`src/rtl/long_mul_unit.sv`:
```
// Iterative radix-2 multiply / multiply-accumulate unit feeding the register file write ports.
// One op takes 35 cycles from acceptance to return to IDLE; results leave as a single WB pulse.
module long_mul_unit (
  input  logic        clk,
  input  logic        reset,
  input  logic        start,
  input  logic [2:0]  op,
  input  logic [31:0] a,
  input  logic [31:0] b,
  input  logic [31:0] acc_lo,
  input  logic [31:0] acc_hi,
  input  logic [3:0]  rd_lo,
  input  logic [3:0]  rd_hi,
  output logic        busy,
  output logic        done,
  output logic        we3,
  output logic        long_we,
  output logic [3:0]  a3,
  output logic [3:0]  a4,
  output logic [31:0] wd3,
  output logic [31:0] wd4
);

  typedef enum logic [1:0] {IDLE, CALC, FIX, WB} state_t;

  state_t      state_q, state_d;
  logic [2:0]  op_q, op_d;
  logic [31:0] mcand_q, mcand_d;
  logic [31:0] mplier_q, mplier_d;
  logic [63:0] acc_q, acc_d;
  logic [63:0] prod_q, prod_d;
  logic [4:0]  count_q, count_d;
  logic        neg_q, neg_d;
  logic [3:0]  rd_lo_q, rd_lo_d;
  logic [3:0]  rd_hi_q, rd_hi_d;
  logic        busy_q, busy_d;
  logic        done_q, done_d;
  logic        we3_q, we3_d;
  logic        long_we_q, long_we_d;
  logic [3:0]  a3_q, a3_d;
  logic [3:0]  a4_q, a4_d;
  logic [31:0] wd3_q, wd3_d;
  logic [31:0] wd4_q, wd4_d;
  logic [63:0] fix_result;
  logic        short_op;
  logic        long_op;

  always_ff @(posedge clk) begin
    if (reset) begin
      state_q   <= IDLE;
      op_q      <= 3'd0;
      mcand_q   <= 32'd0;
      mplier_q  <= 32'd0;
      acc_q     <= 64'd0;
      prod_q    <= 64'd0;
      count_q   <= 5'd0;
      neg_q     <= 1'b0;
      rd_lo_q   <= 4'd0;
      rd_hi_q   <= 4'd0;
      busy_q    <= 1'b0;
      done_q    <= 1'b0;
      we3_q     <= 1'b0;
      long_we_q <= 1'b0;
      a3_q      <= 4'd0;
      a4_q      <= 4'd0;
      wd3_q     <= 32'd0;
      wd4_q     <= 32'd0;
    end else begin
      state_q   <= state_d;
      op_q      <= op_d;
      mcand_q   <= mcand_d;
      mplier_q  <= mplier_d;
      acc_q     <= acc_d;
      prod_q    <= prod_d;
      count_q   <= count_d;
      neg_q     <= neg_d;
      rd_lo_q   <= rd_lo_d;
      rd_hi_q   <= rd_hi_d;
      busy_q    <= busy_d;
      done_q    <= done_d;
      we3_q     <= we3_d;
      long_we_q <= long_we_d;
      a3_q      <= a3_d;
      a4_q      <= a4_d;
      wd3_q     <= wd3_d;
      wd4_q     <= wd4_d;
    end
  end

  always_comb begin
    state_d = state_q;
    case (state_q)
      IDLE:    if (start) state_d = CALC;
      CALC:    if (count_q == 5'd31) state_d = FIX;
      FIX:     state_d = WB;
      WB:      state_d = IDLE;
      default: state_d = IDLE;
    endcase
  end

  // Signed ops multiply magnitudes; the sign is restored in FIX before accumulating.
  always_comb begin
    op_d     = op_q;
    mcand_d  = mcand_q;
    mplier_d = mplier_q;
    acc_d    = acc_q;
    prod_d   = prod_q;
    count_d  = count_q;
    neg_d    = neg_q;
    rd_lo_d  = rd_lo_q;
    rd_hi_d  = rd_hi_q;
    case (state_q)
      IDLE: begin
        if (start) begin
          op_d    = op;
          rd_lo_d = rd_lo;
          rd_hi_d = rd_hi;
          prod_d  = 64'd0;
          count_d = 5'd0;
          if (op[2:1] == 2'b11) begin
            mcand_d  = a[31] ? (~a + 32'd1) : a;
            mplier_d = b[31] ? (~b + 32'd1) : b;
            neg_d    = a[31] ^ b[31];
          end else begin
            mcand_d  = a;
            mplier_d = b;
            neg_d    = 1'b0;
          end
          if (op == 3'b001)
            acc_d = {32'd0, acc_lo};
          else if (op[2] && op[0])
            acc_d = {acc_hi, acc_lo};
          else
            acc_d = 64'd0;
        end
      end
      CALC: begin
        if (mplier_q[count_q])
          prod_d = prod_q + ({32'd0, mcand_q} << count_q);
        count_d = count_q + 5'd1;
      end
      FIX:     prod_d = fix_result;
      default: ;
    endcase
  end

  always_comb begin
    fix_result = (neg_q ? (~prod_q + 64'd1) : prod_q) + acc_q;
    short_op   = (op_q[2:1] == 2'b00);
    long_op    = op_q[2];
  end

  // Outputs are registered, so the WB values are computed while FIX is current.
  always_comb begin
    busy_d    = (state_d != IDLE);
    done_d    = (state_q == FIX);
    we3_d     = 1'b0;
    long_we_d = 1'b0;
    a3_d      = a3_q;
    a4_d      = a4_q;
    wd3_d     = wd3_q;
    wd4_d     = wd4_q;
    if (state_q == FIX) begin
      we3_d     = short_op && (rd_lo_q != 4'd15);
      long_we_d = long_op && (rd_lo_q != 4'd15) && (rd_hi_q != 4'd15);
      a3_d      = rd_lo_q;
      wd3_d     = fix_result[31:0];
      if (long_op) begin
        a4_d  = rd_hi_q;
        wd4_d = fix_result[63:32];
      end
    end
  end

  assign busy    = busy_q;
  assign done    = done_q;
  assign we3     = we3_q;
  assign long_we = long_we_q;
  assign a3      = a3_q;
  assign a4      = a4_q;
  assign wd3     = wd3_q;
  assign wd4     = wd4_q;

endmodule
```
`config.mk`:
```
export PLATFORM = sky130hd
export DESIGN_NAME = long_mul_unit
export DESIGN_NICKNAME = d
export VERILOG_FILES = /design/src/rtl/long_mul_unit.sv
export SDC_FILE = /design/constraint.sdc
export NUM_CORES = 1
export LEC_CHECK = 0
export CAP_MARGIN = 20
export CORE_MARGIN = 2
export CORE_UTILIZATION = 42
export CTS_CLUSTER_DIAMETER = 40
export CTS_CLUSTER_SIZE = 40
export DETAILED_ROUTE_END_ITERATION = 8
export PLACE_DENSITY = 0.68
export SYNTH_ARGS = -nofsm -noshare
export SYNTH_HDL_FRONTEND = slang
export SYNTH_SLANG_ARGS = --single-unit
```
`constraint.sdc`:
```
create_clock -name clk -period 9 [get_ports clk]
set_input_delay 0.9 -clock clk [delete_from_list [all_inputs] [get_ports clk]]
set_output_delay 0.9 -clock clk [all_outputs]
set_load 0.03 [all_outputs]
```
* After elaboration in Yosys (flattened, before gate mapping)
Cells that the tools add are included. Widths: inputs -> output; s select.
Operators by class: $lt $le $gt $ge 1, mux-type cells 18, divide/modulo/power cells 0, reductions and logical operators 14, add/subtract/negate cells 6, multiply operators 0, bitwise logic cells 5, shift-type cells 1, eq/ne operators 10
Operators by type and width (count):
- $mux 64 | 5
- $pmux 64 s3 | 1
- $add 64x64->64 | 2
- $mux 32 | 4
- $add 32x1->32 const B | 2
- $add 64x1->64 const B | 1
- $not 32->32 | 2
- $not 64->64 | 1
- $shl 32x5->64 | 1
- $pmux 5 s2 | 1
- $ne 4x4->1 const B | 2
- $pmux 2 s4 | 1
- $eq 2x2->1 const B | 3
- $lt 5x6->1 const B | 1
- $reduce_and 2->1 | 3
- $add 5x1->5 const B | 1
- $bmux 1 s5 | 1
- $eq 5x5->1 const B | 1
- $mux 5 | 1
- $logic_and 1x1->1 | 4
- $logic_not 2->1 | 2
- $mux 2 | 2
- $ne 2x2->1 const B | 2
- $reduce_bool 2->1 | 2
- other kinds (8) | 9
Storage, ports and cells: output and inout bits 76, memories 0, latch bits 0, input port bits 142, register bits 287, RAM bits 0, logic and storage cells 73, ROM bits 0

* Logic depth before layout (Yosys ltp)
Gate-level depths: netlist of run 1.
depth in word-level cells 5, mapped depth 24, depth with buffers taken out 21

* Least setup slack after synthesis of run 1
No wires, ideal clock.
path kind reg2reg, from register prod_q[2], to register prod_q[61], data required time 8873 ps, library setup time 127 ps, clock period less this slack 5120 ps, cell stages (with the launch flop) 21, path slack 3880 ps, buffers on the path 1, data arrival time 4993 ps, cells stage by stage dfxtp_1 or4_4 nand2b_4 or3_4 nor4_2 buf_2 nand3_1 o41ai_1 xnor2_1 ha_1 a21o_1 a31o_2 a2111oi_2 nand3b_1 o2111a_1 o31ai_4 nor4_1 a2111oi_2 xnor2_1 a221oi_1 o21ai_1
Between the ends: word-level cells in the longest chain between the ends 5, elaborated cells on any way between the ends 7, those cells by class add/sub (3); mux (3); bitwise (1)
Ends and longest elaborated chain:
- from (decl) | line 31 | logic [63:0] prod_q, prod_d;
- from (signal assigned) | line 74 | prod_q <= prod_d;
- $not 64->64 | line 148 | fix_result = (neg_q ? (~prod_q + 64'd1) : prod_q) + acc_q;
- $add 64x1->64 | line 148
- $mux 64 | line 148
- $add 64x64->64 | line 148
- $pmux 64 s3 (*) | line 112 | case (state_q)
Every way passes the cells marked *; elsewhere a longest branch is shown, timed or not. The select of a mux whose other input is x is not followed. A chain may end at the register's enable or synchronous reset.

* Final worst setup path of run 1
from register prod_q[2], to register prod_q[63]
Same word-level chain as after synthesis.

==> impl_metrics.env, run 1 <==
export IMPL_die_x_um=235
export IMPL_fin_total_pwr_mw=3.90
export IMPL_synth_edf_count=0
export IMPL_port_buffers=217
export IMPL_ctsResizeCount=0
export IMPL_max_freq_mhz=167
export IMPL_yosysMostFrequentCell="nand2_1"
export IMPL_min_delay_start="op_q[1]"
export IMPL_cts_hold_buffers=0
export IMPL_syn2layout_area_growth_pct=19.4
export IMPL_hold_viol_final=0
export IMPL_ys_types=87
export IMPL_layout_min_cycle_time_ns=5.98
export IMPL_cap_violations=0
export IMPL_ctsHtreeMaxLevel=2
export IMPL_grtUsageMet2_pct=42.8
export IMPL_synth_cells=2896
export IMPL_cts_tree="yes"
export IMPL_syn_nets=3180
export IMPL_grt_use_total_pct=26.9
export IMPL_setup_viol=0
export IMPL_detailed_place_hpwl_um=59700
export IMPL_antenna_found_initial=0
export IMPL_first_global_vias=21800
export IMPL_final_max_slew_viol_count=0
export IMPL_grtUsageMet1_pct=37.1
export IMPL_holdPathStages=1
export IMPL_met3_usage_pct=4.83
export IMPL_io_pins=218
export IMPL_cts_sinks=286
export IMPL_grt_busiest_layer="met2"
export IMPL_grt_ovfl_total=0
export IMPL_ys_ff_latch=286
export IMPL_clk_path_buf_depth=3
export IMPL_clk_pin_slew_ns=0.05
export IMPL_leakagePower_nw=10.7
export IMPL_yosys_top_cells_count="347 x nand2_1, 308 x nor2_1, 286 x dfxtp_1, 254 x a21oi_1, 183 x o21ai_0"
export IMPL_drc=0
export IMPL_gp_congestion=0.978
export IMPL_hp_class="reg2reg"
export IMPL_start_util_pct=42.5
export IMPL_fin_tns_setup_ns=0
export IMPL_synth_seq_area_share_pct=25.6
export IMPL_drt_vias_per_instance=6.03
export IMPL_first_pass_iters=5
export IMPL_r2r_start="prod_q[2]"
export IMPL_yosysWarningCount=0
export IMPL_slowest_stage="o31ai_1"
export IMPL_setup_worst_path_end_class="flop"
export IMPL_worstSetupPathType="reg2reg"
export IMPL_synth_top_cell_area_share_pct=25.6
export IMPL_ir_worst_vdd_uv=140
export IMPL_dr_total_vias=22600
export IMPL_wl_um=77400
export IMPL_synth_largest_area_cell="dfxtp_1"
export IMPL_final_net_count=3297
export IMPL_tightest_slew_ns=1.11
export IMPL_drive_gt1_share_pct=7.10
export IMPL_synth_area_top_cells="dfxtp_1 26%, ha_1 7.8%, xnor2_1 5.9%"
export IMPL_power_density_nw_per_um2=146
export IMPL_cts_buffers=53
export IMPL_hold_path_end="we3"
export IMPL_yosys_most_used_dff="dfxtp_1"
export IMPL_fp_dieArea_um2=55000
export IMPL_die_h_um=235
export IMPL_antenna_left=0
export IMPL_cp_cell_sequence="or4_4 -> nand2b_4 -> or3_4 -> nor4_2 -> buf_4 -> nand2_1 -> o41ai_1 -> xnor2_1 -> ha_1 -> nand4_1 -> nor3_1 -> o311a_1 -> nor4_1 -> o31ai_1 -> nand2_1 -> o31ai_1 -> xnor2_2 -> a2bb2oi_1 -> o22ai_1"
export IMPL_arrival_ns=6.52
export IMPL_grt_setup_unrepaired="no"
export IMPL_finalCritPeriodShare_pct=66.5
export IMPL_grt_max_degree=101
export IMPL_r2r_worst_path_cells=19
export IMPL_critPathLaunchType="flop"
export IMPL_post_drt_wl_per_cell_um=20.7
export IMPL_critPathMaxStageDelay_ns=0.68
export IMPL_grt_pass1_wl_um=121000
export IMPL_synthesis_area_um2=22300
export IMPL_worstPathRequired_ns=9.53
export IMPL_clk_root_buffer_cell="clkbuf_16"
export IMPL_insertion_delay_ns=0.62
export IMPL_avgSynthCellArea_um2=7.71
export IMPL_cts_setup_buffers=0
export IMPL_skew_ns=0.0348
export IMPL_crit_fanout=11
export IMPL_row_count=84
export IMPL_antenna_cells=0
export IMPL_ys_async_sr_fraction_pct=0
export IMPL_slew_headroom_pct=25.8
export IMPL_status="complete, no violations"
export IMPL_core_area_um2=52600
export IMPL_reg2reg_slack_ns=3.02
export IMPL_drt_iter0_markers=2059
export IMPL_regToRegEndpoint="prod_q[63]"
==> kinds of logic (layout without fill, tap and decap cells) <==
| family | count (synthesis) | in the layout | share of synthesized area [%] |
|---|---|---|---|
| compound gates | 937 | 937 | 27.3 |
| xor+xnor | 224 | 224 | 8.82 |
| fa+ha+maj | 142 | 142 | 8.02 |
| buf+inv | 241 | 402 | 4.23 |
| flops | 286 | 286 | 25.6 |
| mux | 108 | 108 | 6.51 |
| simple gates | 958 | 958 | 19.5 |
==> per-stage QoR <==
stage	setup WS [ns]	cell area, um2	hold slack [ns]	cells	utilization (%)
global route	2.60	26700	0.443	3745	50.7
CTS	3.04	26600	0.426	3744	50.7
global placement	3.08	24900	0.408	3645	47.3
detailed placement	3.08	24900	0.415	3645	47.3
finish	3.02	26700	0.423	3745	50.7
floorplan	3.88	22300	0.398	2896	-
==> power breakdown <==
group | switching [mW] | leakage, nW | total, mW | internal, mW
registers | 0.0417 | 2.33 | 1.35 | 1.31
logic | 0.363 | 7.53 | 0.598 | 0.234
clock network | 0.763 | 0.850 | 1.95 | 1.18
total | 1.17 | 10.7 | 3.90 | 2.73
==> critical path, delay by kind of cell (launching register included) <==
family,cells,cell delay [ns]
AOI/OAI and AO/OA,6,2.23
xor gates and xnor gates,2,0.35
adders and majority gates,1,0.44
buffers and inverters,1,0.21
DFF,1,0.38
and+or+nand+nor,9,2.31
==> flip-flops by register name, indices dropped and copies added (netlist names), 2 cells and up <==
signal	flops
op_q	2
rd_hi_q	4
count_q	5
acc_q	64
mplier_q	32
a4	4
rd_lo_q	4
wd3	32
a3	4
state_q	2
wd4	32
mcand_q	32
prod_q	64
==> how the worst max path moves through the flow <==
stage / endpoint / slack, ns / startpoint / cells past startpoint
2_1_floorplan: prod_q[61] / 3.88 / prod_q[2] / 20
3_3_place_gp: prod_q[63] / 3.08 / prod_q[2] / 19
3_5_place_dp: prod_q[63] / 3.08 / prod_q[2] / 19
4_1_cts: prod_q[63] / 3.04 / prod_q[2] / 19
5_1_grt: prod_q[53] / 2.60 / count_q[0] / 18
6_report: prod_q[63] / 3.02 / prod_q[2] / 19
==> placed cells by master (no fill, tap or decap), types with 18 or more instances in the layout <==
cell / instances
a21o_1: 86
a22oi_1: 103
xnor2_1: 151
nor2_1: 307
xor2_1: 72
a211oi_1: 61
and3_1: 26
and2_1: 18
nor3_1: 37
o31ai_1: 33
nand3_1: 48
clkdlybuf4s50_1: 216
o21bai_1: 25
o22ai_1: 24
mux4_2: 28
nand2b_1: 23
mux2i_1: 61
o21ai_0: 183
or3_1: 20
a21oi_1: 253
mux2_2: 19
buf_4: 24
clkbuf_16: 53
dfxtp_1: 282
o41ai_1: 18
nand4_1: 43
nand2_1: 345
ha_1: 139
a31oi_1: 20
a311oi_1: 18
nor4_1: 22
inv_1: 60
==> layer usage <==
metal / up-vias / wire length, um
met5: - / 0
met1: 10700 / 35200
met3: 145 / 5690
met4: 0 / 2220
li1: 10900 / -
met2: 867 / 34300
==> layout make-up <==
class / count / area, um2
fillers: 5059 / 25900
well taps: 688 / 861
inverters: 61 / 229
clock buffers: 60 / 1370
flip-flops and latches: 286 / 5730
clock inverters: 39 / 392
multi-input cells: 2369 / 15700
repair buffers: 242 / 2370
Note: power is estimated with default switching activity, not from simulation.
==> run 2: changes to the inputs <==
- clock period: 9 -> 5.6 ns (I/O delays scaled with it)
==> run 2 against run 1 <==
Sequential power up 61%. Wire length is 2.7% higher. Combinational power is 76% higher. Highest routed layer unchanged.
==> impl_metrics.env, run 2 (synthesis results as in run 1) <==
export IMPL_status="complete, no violations"
export IMPL_met3_usage_pct=3.89
export IMPL_syn2layout_area_growth_pct=24.7
export IMPL_grt_use_total_pct=27.6
export IMPL_drc=0
export IMPL_clk_pin_slew_ns=0.05
export IMPL_combPwrFrac_pct=15.9
export IMPL_hp_class="in2reg"
export IMPL_crit_fanout=4
export IMPL_die_x_um=235
export IMPL_netSwitchingFraction_pct=28.5
export IMPL_layout_min_cycle_time_ns=5.47
export IMPL_cts_sinks=286
export IMPL_max_freq_mhz=183
export IMPL_pre_cts_slack_ns=0.0279
export IMPL_skew_ns=0.0229
export IMPL_arrival_ns=5.93
export IMPL_fp_dieArea_um2=55000
export IMPL_leakagePower_nw=11.4
export IMPL_finalCritPeriodShare_pct=97.7
export IMPL_grt_busiest_layer="met2"
export IMPL_drive_gt1_share_pct=11.4
export IMPL_first_global_vias=22000
export IMPL_dr_total_vias=23000
export IMPL_setup_slack_ns=0.128
export IMPL_antenna_found_initial=0
export IMPL_grt_max_degree=102
export IMPL_hold_viol_final=0
export IMPL_layout_common_cells="343 x nand2_1, 306 x nor2_1, 281 x dfxtp_1"
export IMPL_cap_violations=0
export IMPL_row_count=84
export IMPL_cts_hold_buffers=0
export IMPL_core_area_um2=52600
export IMPL_layout_commonest_cell="nand2_1"
export IMPL_setup_viol=0
export IMPL_worstSetupPathType="reg2reg"
export IMPL_grtUsageMet2_pct=45.1
export IMPL_clk_path_buf_depth=3
export IMPL_clk_root_buffer_cell="clkbuf_16"
export IMPL_start_util_pct=42.5
export IMPL_wl_um=79500
export IMPL_grt_pass1_wl_um=123000
export IMPL_drt_vias_per_instance=5.95
export IMPL_final_net_count=3412
export IMPL_ctsHtreeMaxLevel=2
export IMPL_ir_worst_vdd_uv=206
export IMPL_detailed_place_hpwl_um=61200
export IMPL_cts_buffers=53
export IMPL_worstPathRequired_ns=6.05
export IMPL_io_pins=218
export IMPL_slew_headroom_pct=25.6
export IMPL_power_density_nw_per_um2=237
export IMPL_power_share_sequential_pct=32.9
export IMPL_clockPowerShare_pct=51.2
export IMPL_grtUsageMet1_pct=37.7
export IMPL_final_max_slew_viol_count=0
export IMPL_critPathLaunchType="flop"
export IMPL_port_buffers=217
export IMPL_grt_ovfl_total=0
export IMPL_insertion_delay_ns=0.61
export IMPL_final_util_pct=53.0
export IMPL_p_switching_mw=1.89
export IMPL_post_drt_wl_per_cell_um=20.6
export IMPL_cts_tree="yes"
export IMPL_drt_iter0_markers=1776
export IMPL_setup_worst_path_end_class="flop"
export IMPL_die_h_um=235
export IMPL_intPower_mw=4.72
export IMPL_tightest_slew_ns=1.12
export IMPL_reg_top3="acc_q x64, prod_q x64"
export IMPL_gp_congestion=0.962
export IMPL_antenna_left=0
export IMPL_first_pass_iters=5
-- run 2: changes by cell type in the layout (fill, tap and decap cells not counted), sizes merged --
| cell | previous run | this run |
|---|---|---|
| buf | 26 | 140 |
| bufinv | 2 | 7 |
| inv | 75 | 70 |
| clkbuf | 60 | 63 |
| clkinv | 16 | 15 |
| clkinvlp | 7 | 6 |
| diode | 0 | 1 |
-- run 2: power groups by stage --
stage	registers, mW	clock network, mW	logic [mW]
2_1_floorplan	2.18	0	0.620
3_3_place_gp	2.21	0	0.993
3_5_place_dp	2.21	0	1.01
4_1_cts	2.17	3.42	1.02
5_1_grt	2.18	3.52	1.13
6_report	2.17	3.38	1.05
-- run 2: through the flow --
step | power, mW | hold slack (ns) | area, um2 | instances | setup TNS (ns)
after floorplan | 2.80 | 0.398 | 22300 | 2896 | 0
after global placement | 3.20 | 0.408 | 25700 | 3751 | 0
after detailed placement | 3.22 | 0.421 | 25700 | 3751 | 0
after CTS | 6.61 | 0.369 | 27600 | 3850 | 0
after global routing | 6.83 | 0.392 | 27800 | 3860 | -0.0851
final | 6.60 | 0.353 | 27800 | 3861 | 0
-- run 2: timing repair --
item / 4_1_cts / 5_1_grt
setup buffers: 0 / 9
endpoints found under the setup margin: 0 / 19
gates resized for setup: 0 / 45
-- run 2: final cells by class --
| class | instances | area [um2] |
|---|---|---|
| Tap cell | 688 | 861 |
| Antenna cell | 1 | 2.50 |
| Clock buffer | 62 | 1430 |
| Clock inverter | 37 | 458 |
| Sequential cell | 286 | 5730 |
| Timing Repair Buffer | 357 | 3250 |
| Inverter | 61 | 229 |
| Multi-Input combinational cell | 2369 | 15900 |
| Fill cell | 4940 | 24700 |
-- run 2: final timing paths --
check             slack (ns)  startpoint  cells past startpoint    endpoint
setup / recovery        0.13   prod_q[2]                     22  prod_q[57]
hold / removal          0.35       reset                      2   acc_q[59]
setup reg to reg        0.13   prod_q[2]                     22  prod_q[57]
hold reg to reg         0.43     op_q[1]                      1         we3
-- run 2: worst max-delay path, cell delays in order (launching register included) --
cell,delay [ns]
dfxtp_1,0.31
or4_4,0.55
nand2b_4,0.18
or3_4,0.38
nor4_4,0.25
buf_4,0.17
clkbuf_4,0.17
nand3_2,0.12
o21ai_2,0.22
xnor2_2,0.13
ha_1,0.26
a21o_1,0.20
a31o_2,0.28
a2111oi_4,0.36
nand3b_1,0.16
o2111a_2,0.32
o31ai_4,0.38
buf_4,0.17
buf_4,0.10
o31ai_1,0.08
xnor2_1,0.18
a222oi_1,0.30
nor2_1,0.06
-- run 2: layer usage --
| layer | wire length (um) | share of wire, % |
|---|---|---|
| met2 | 35900 | 45 |
| met5 | 0 | 0 |
| met3 | 5030 | 6.3 |
| met1 | 36200 | 46 |
| met4 | 2410 | 3.0 |
